File: config.mk
export PLATFORM = sky130hd
export DESIGN_NAME = ram_bist_master_flat
export DESIGN_NICKNAME = d
export VERILOG_FILES = /design/src/rtl/ram_bist_if.sv /design/src/rtl/ram_bist_master.sv /design/src/flat_wrapper.sv
export SDC_FILE = /design/constraint.sdc
export NUM_CORES = 1
export LEC_CHECK = 0
export ABC_CLOCK_PERIOD_IN_PS = 4600
export CAP_MARGIN = 5
export CORE_MARGIN = 2
export CORE_UTILIZATION = 45
export CTS_CLUSTER_DIAMETER = 50
export CTS_CLUSTER_SIZE = 25
export DETAILED_ROUTE_END_ITERATION = 10
export PLACE_DENSITY = 0.76
export SYNTH_ARGS = -nofsm -noshare
export SYNTH_HDL_FRONTEND = slang
export SYNTH_SLANG_ARGS = --single-unit
export TNS_END_PERCENT = 100
File: constraint.sdc
create_clock -name clk -period 4.6 [get_ports clk]
set_clock_uncertainty 0.1 [all_clocks]
set_input_delay 1.38 -clock clk [delete_from_list [all_inputs] [get_ports clk]]
set_output_delay 1.38 -clock clk [all_outputs]
set_load 0.01 [all_outputs]
File: src/rtl/ram_bist_if.sv
// RAM pin bundle between the BIST master and a 2^AW x DW synchronous RAM.
interface ram_bist_if #(
    parameter int AW = 4,
    parameter int DW = 4
);
    logic [AW-1:0] ram_addr;
    logic [DW-1:0] ram_datain;
    logic          ram_read;
    logic          ram_write;
    logic [DW-1:0] ram_dataout;

    modport master (
        output ram_addr, ram_datain, ram_read, ram_write,
        input  ram_dataout
    );

    modport slave (
        input  ram_addr, ram_datain, ram_read, ram_write,
        output ram_dataout
    );
endinterface

File: src/rtl/ram_bist_master.sv
// March-style BIST controller: write P, read/check P, write ~P, read/check ~P,
// then report pass, mismatch count and first failing address.
module ram_bist_master #(
    parameter int            AW   = 4,
    parameter int            DW   = 4,
    parameter logic [DW-1:0] SEED = 4'b1010
) (
    input  logic          clk,
    input  logic          rst,
    input  logic          start,
    ram_bist_if.master    bus,
    output logic          busy,
    output logic          done,
    output logic          pass,
    output logic [AW+1:0] err_count,
    output logic [AW-1:0] first_fail_addr,
    output logic          fail_seen
);

    typedef enum logic [2:0] {IDLE, W0, R0, W1, R1, DRAIN, DONE} state_t;

    state_t        state, state_n;
    logic [AW-1:0] addr_n;
    logic [AW-1:0] addr_inc;
    logic [DW-1:0] datain_n;
    logic          read_n;
    logic          write_n;
    logic          accept;
    logic          last;

    logic          vld_p1;
    logic [DW-1:0] exp_p1;
    logic [AW-1:0] addr_p1;

    // Background pattern: address zero-extended/truncated to DW bits, XOR seed.
    function automatic logic [DW-1:0] pat(input logic [AW-1:0] a);
        logic [AW+DW-1:0] ext;
        ext = {{DW{1'b0}}, a};
        return ext[DW-1:0] ^ SEED;
    endfunction

    assign last     = &bus.ram_addr;
    assign addr_inc = bus.ram_addr + 1'b1;

    always_comb begin
        state_n  = state;
        addr_n   = bus.ram_addr;
        datain_n = '0;
        read_n   = 1'b0;
        write_n  = 1'b0;
        accept   = 1'b0;
        unique case (state)
            IDLE, DONE: begin
                if (start) begin
                    accept   = 1'b1;
                    state_n  = W0;
                    addr_n   = '0;
                    write_n  = 1'b1;
                    datain_n = pat({AW{1'b0}});
                end
            end
            W0: begin
                if (last) begin
                    state_n = R0;
                    addr_n  = '0;
                    read_n  = 1'b1;
                end else begin
                    addr_n   = addr_inc;
                    write_n  = 1'b1;
                    datain_n = pat(addr_inc);
                end
            end
            R0: begin
                if (last) begin
                    state_n  = W1;
                    addr_n   = '0;
                    write_n  = 1'b1;
                    datain_n = ~pat({AW{1'b0}});
                end else begin
                    addr_n = addr_inc;
                    read_n = 1'b1;
                end
            end
            W1: begin
                if (last) begin
                    state_n = R1;
                    addr_n  = '0;
                    read_n  = 1'b1;
                end else begin
                    addr_n   = addr_inc;
                    write_n  = 1'b1;
                    datain_n = ~pat(addr_inc);
                end
            end
            R1: begin
                if (last) begin
                    state_n = DRAIN;
                    addr_n  = '0;
                end else begin
                    addr_n = addr_inc;
                    read_n = 1'b1;
                end
            end
            DRAIN: begin
                state_n = DONE;
                addr_n  = '0;
            end
            default: state_n = IDLE;
        endcase
    end

    // Stage p0 -> p1: RAM pins registered; a read seen on the pins arms a check.
    always_ff @(posedge clk) begin
        if (rst) begin
            state           <= IDLE;
            bus.ram_addr    <= '0;
            bus.ram_datain  <= '0;
            bus.ram_read    <= 1'b0;
            bus.ram_write   <= 1'b0;
            busy            <= 1'b0;
            done            <= 1'b0;
            pass            <= 1'b0;
            err_count       <= '0;
            first_fail_addr <= '0;
            fail_seen       <= 1'b0;
            vld_p1          <= 1'b0;
        end else begin
            state          <= state_n;
            bus.ram_addr   <= addr_n;
            bus.ram_datain <= datain_n;
            bus.ram_read   <= read_n;
            bus.ram_write  <= write_n;
            busy           <= (state_n inside {W0, R0, W1, R1, DRAIN});
            vld_p1         <= bus.ram_read;
            if (accept) begin
                done            <= 1'b0;
                pass            <= 1'b0;
                err_count       <= '0;
                first_fail_addr <= '0;
                fail_seen       <= 1'b0;
            end else begin
                // The last R1 compare lands while entering DONE, so the verdict is taken one edge later.
                if (state == DONE) begin
                    done <= 1'b1;
                    pass <= (err_count == '0);
                end
                if (vld_p1 && (bus.ram_dataout != exp_p1)) begin
                    err_count <= err_count + 1'b1;
                    if (!fail_seen) begin
                        first_fail_addr <= addr_p1;
                        fail_seen       <= 1'b1;
                    end
                end
            end
        end
    end

    always_ff @(posedge clk) begin
        exp_p1  <= (state == R1) ? ~pat(bus.ram_addr) : pat(bus.ram_addr);
        addr_p1 <= bus.ram_addr;
    end

endmodule

File: src/flat_wrapper.sv
// flat-port wrapper written by rule: the top's interface ports become plain ports
module ram_bist_master_flat 
#(
    parameter int            AW   = 4,
    parameter int            DW   = 4,
    parameter logic [DW-1:0] SEED = 4'b1010
)
  (clk, rst, start, busy, done, pass, err_count, first_fail_addr, fail_seen, bus_ram_addr, bus_ram_datain, bus_ram_read, bus_ram_write, bus_ram_dataout);
  ram_bist_if #(.AW(AW), .DW(DW)) bus_i ();
  input  logic clk;
  input  logic rst;
  input  logic start;
  output logic busy;
  output logic done;
  output logic pass;
  output logic [AW+1:0] err_count;
  output logic [AW-1:0] first_fail_addr;
  output logic fail_seen;
  output wire logic [$bits(bus_i.ram_addr)-1:0] bus_ram_addr;
  output wire logic [$bits(bus_i.ram_datain)-1:0] bus_ram_datain;
  output wire logic [$bits(bus_i.ram_read)-1:0] bus_ram_read;
  output wire logic [$bits(bus_i.ram_write)-1:0] bus_ram_write;
  input wire logic [$bits(bus_i.ram_dataout)-1:0] bus_ram_dataout;
  assign bus_ram_addr = bus_i.ram_addr;
  assign bus_ram_datain = bus_i.ram_datain;
  assign bus_ram_read = bus_i.ram_read;
  assign bus_ram_write = bus_i.ram_write;
  assign bus_i.ram_dataout = bus_ram_dataout;
  ram_bist_master #(.AW(AW), .DW(DW), .SEED(SEED)) u_core (.clk(clk), .rst(rst), .start(start), .bus(bus_i), .busy(busy), .done(done), .pass(pass), .err_count(err_count), .first_fail_addr(first_fail_addr), .fail_seen(fail_seen));
endmodule
==> reports/qor.csv <==
metric,value,unit
grt_overflow,0,
ctsResizeCount,0,
min_path_type,register to register,
drv_slew,0,
fp.coreArea,0.00361,mm^2
htreeDepth,2,
synth_top_cell_by_area,dfxtp_1,
critical_path_class,register to output pin,
drc,0,
worst_slew_pin_slew,0.766,ns
diodes,0,
ys_warn_count,0,
regArea,721,um^2
antenna_found_initial,0,
tns,0,ns
grt_first_pass_wirelength,5.53,mm
synthToLayoutAreaGrowth,23.0,%
cp_data_arrival_time,1.47,ns
maxCapViolations,0,
ys_types,47,
cts_buffers,5,
synth_top_area_share,43.6,%
io_pins,31,
port_buffers,30,
die-area,0.00417,mm^2
r2r_end,u_core.err_count[1]$_SDFFE_PP0P_,
timing.final.crit_share,64.2,%
path_delay_family,buffers and inverters,
syn-num-nets,199,
cp_num_buf_inv,1,
worst-r2r-cell-count,4,
avgSynthCellArea,8.75,um^2
vias_per_cell,5.21,
postCtsSetupRepairBufs,0,
grt_max_degree,25,
hold_violations,0,
startpoint,u_core.bus.ram_addr[3]$_SDFFE_PP0P_,
ys_async_sr_fraction,0,%
crit_required,3.12,ns
drt_iter0_drc,66,
cp_num_cells,1,
post_drt_wl_per_cell,12.1,um
p_leak,0.738,nW
clk_pin_slew,0.07,ns
grt_pass1_vias,1257,
max_freq,339,MHz
syn-cell-area,0.00165,mm^2
start_util,45.8,%
synth-seq-area-share,43.6,%
ys.flop_type,dfxtp_1,
ys_seq_elements,36,
startpoint_type,register,
crit_slowest_cell,clkdlybuf4s50_1,
status,"complete, no violations",
end_kind,output pin,
cp_max_fo,12,
max_stage_delay,0.62,ns
path_cells,clkdlybuf4s50_1,
dpl_worst_slack,1.50,ns
ant_nets,0,
gp_congestion,0.799,
clkLatencyLatePin,0.28,ns
cts_root_buf,clkbuf_8,
fin_crit,2.95,ns
hpwl,2.15,mm
place_inst,253,
cts_tree,done,
final_core_util,56.4,%
crit_end,bus_ram_addr[3],
clock_sinks,36,
timing.rr.start,u_core.state[1]$_SDFF_PP0_,
final_nets,222,
synth_cells,189,
dr_total_vias,1360,
std_cell_rows,22,
drive_gt1_share,7.04,%
yosys-top-cells-area,"dfxtp_1, nand2_1, mux2i_1",
setup_ws,1.65,ns
grt_util_all_layers,17.1,%
r2r_slack,2.63,ns
layoutNonFillerInstCount,261,
drt_first_pass_iters,4,
p_per_area,295,mW/mm^2
cts_hold_buffers,0,
fillerInstances,339,
cts_buffer_depth,2,
irDropWorstVdd,135,uV
wl,3.15,mm
setup_viol,0,
die_w,64.6,um
die-height,64.6,um
multi_input_area,837,um^2
synth-edff-count,0,
timing.slew.headroom,48.9,%
rsz0062_at_grt,false,
-- report_power, final --
part / leakage [nW] / total [mW] / internal [mW] / switching, mW
Combinational: 0.395 / 0.0486 / 0.0247 / 0.0239
Clock: 0.0510 / 0.225 / 0.119 / 0.106
Sequential: 0.292 / 0.327 / 0.319 / 0.00777
-- cells in the mapped netlist (2+ instances only) --
cell type / n
dfxtp_1: 36
nand2_1: 23
nor2_1: 13
nand3_1: 9
a21oi_1: 8
xnor2_1: 8
buf_2: 7
mux2i_1: 7
o21ai_0: 7
inv_1: 6
nor3_1: 6
clkbuf_1: 4
nor2b_1: 4
or3_1: 4
a31oi_1: 3
ha_1: 3
o21a_1: 3
xor2_1: 3
a22oi_1: 2
and3_1: 2
nand2b_1: 2
nor4_1: 2
o211ai_1: 2
or2_2: 2
-- sequential cells by signal (all words and copies together) (netlist names) --
name and cells:
u_core.addr_p1 4, u_core.bus.ram_addr 4, u_core.bus.ram_datain 4, u_core.bus.ram_read 1, u_core.bus.ram_write 1, u_core.busy 1, u_core.done 1, u_core.err_count 6
u_core.exp_p1 4, u_core.fail_seen 1, u_core.first_fail_addr 4, u_core.pass 1, u_core.state 3, u_core.vld_p1 1
-- cells by family (layout without fill, tap and decap cells) --
kind of cell / after synthesis / count (layout) / share of synthesized area (%)
simple gates: 73 / 73 / 21.6
compound gates: 37 / 37 / 15.1
flops: 36 / 36 / 43.6
buf+inv: 20 / 44 / 5.75
xor+xnor: 12 / 12 / 6.81
mux: 8 / 8 / 4.92
fa+ha+maj: 3 / 3 / 2.27
-- through the flow --
stage                     hold slack (ns)  instance area, um^2  power (mW)
after global placement              0.330                 1940       0.382
after detailed placement            0.336                 1940       0.382
after floorplan                     0.290                 1650       0.363
after global routing                0.371                 2030       0.633
after CTS                           0.346                 2030       0.609
final                               0.347                 2030       0.600
-- final cells by class --
cell class,count,area share (%)
inverters,6,1.11
clock buffers,6,4.06
flip-flops and latches,36,35.4
repair buffers,30,14.8
well taps,48,2.95
clock inverters,2,0.492
multi-input cells,133,41.2
-- routing by layer --
layer / GRT usage, % / vias to the layer above / wire length (um)
met2: 29.0 / 27 / 1540
met5: 0 / - / 0
li1: - / 705 / -
met3: 5.03 / 6 / 140
met4: 7.71 / 0 / 57
met1: 19.8 / 622 / 1410
-- placed cells by master (no fill, tap or decap), types with 6 or more instances in the layout --
cell type and instances:
nand3_1 9, nor2_1 13, a21oi_1 8, xnor2_1 8
inv_1 6, clkbuf_8 6, nor3_1 6, dfxtp_1 36
mux2i_1 7, o21ai_0 7, clkdlybuf4s50_1 30, nand2_1 23
-- worst min-delay path by stage --
stage / start / end / slack [ns] / cells after the start
CTS: u_core.addr_p1[0]$_DFF_P_ / u_core.first_fail_addr[0]$_SDFFE_PP0P_ / 0.35 / 2
global placement: u_core.addr_p1[0]$_DFF_P_ / u_core.first_fail_addr[0]$_SDFFE_PP0P_ / 0.33 / 2
floorplan: u_core.bus.ram_addr[2]$_SDFFE_PP0P_ / u_core.addr_p1[2]$_DFF_P_ / 0.29 / 0
finish: u_core.addr_p1[0]$_DFF_P_ / u_core.first_fail_addr[0]$_SDFFE_PP0P_ / 0.35 / 2
global route: u_core.addr_p1[0]$_DFF_P_ / u_core.first_fail_addr[0]$_SDFFE_PP0P_ / 0.37 / 2
detailed placement: u_core.addr_p1[0]$_DFF_P_ / u_core.first_fail_addr[0]$_SDFFE_PP0P_ / 0.34 / 2
(Power assumes the default switching activity.)
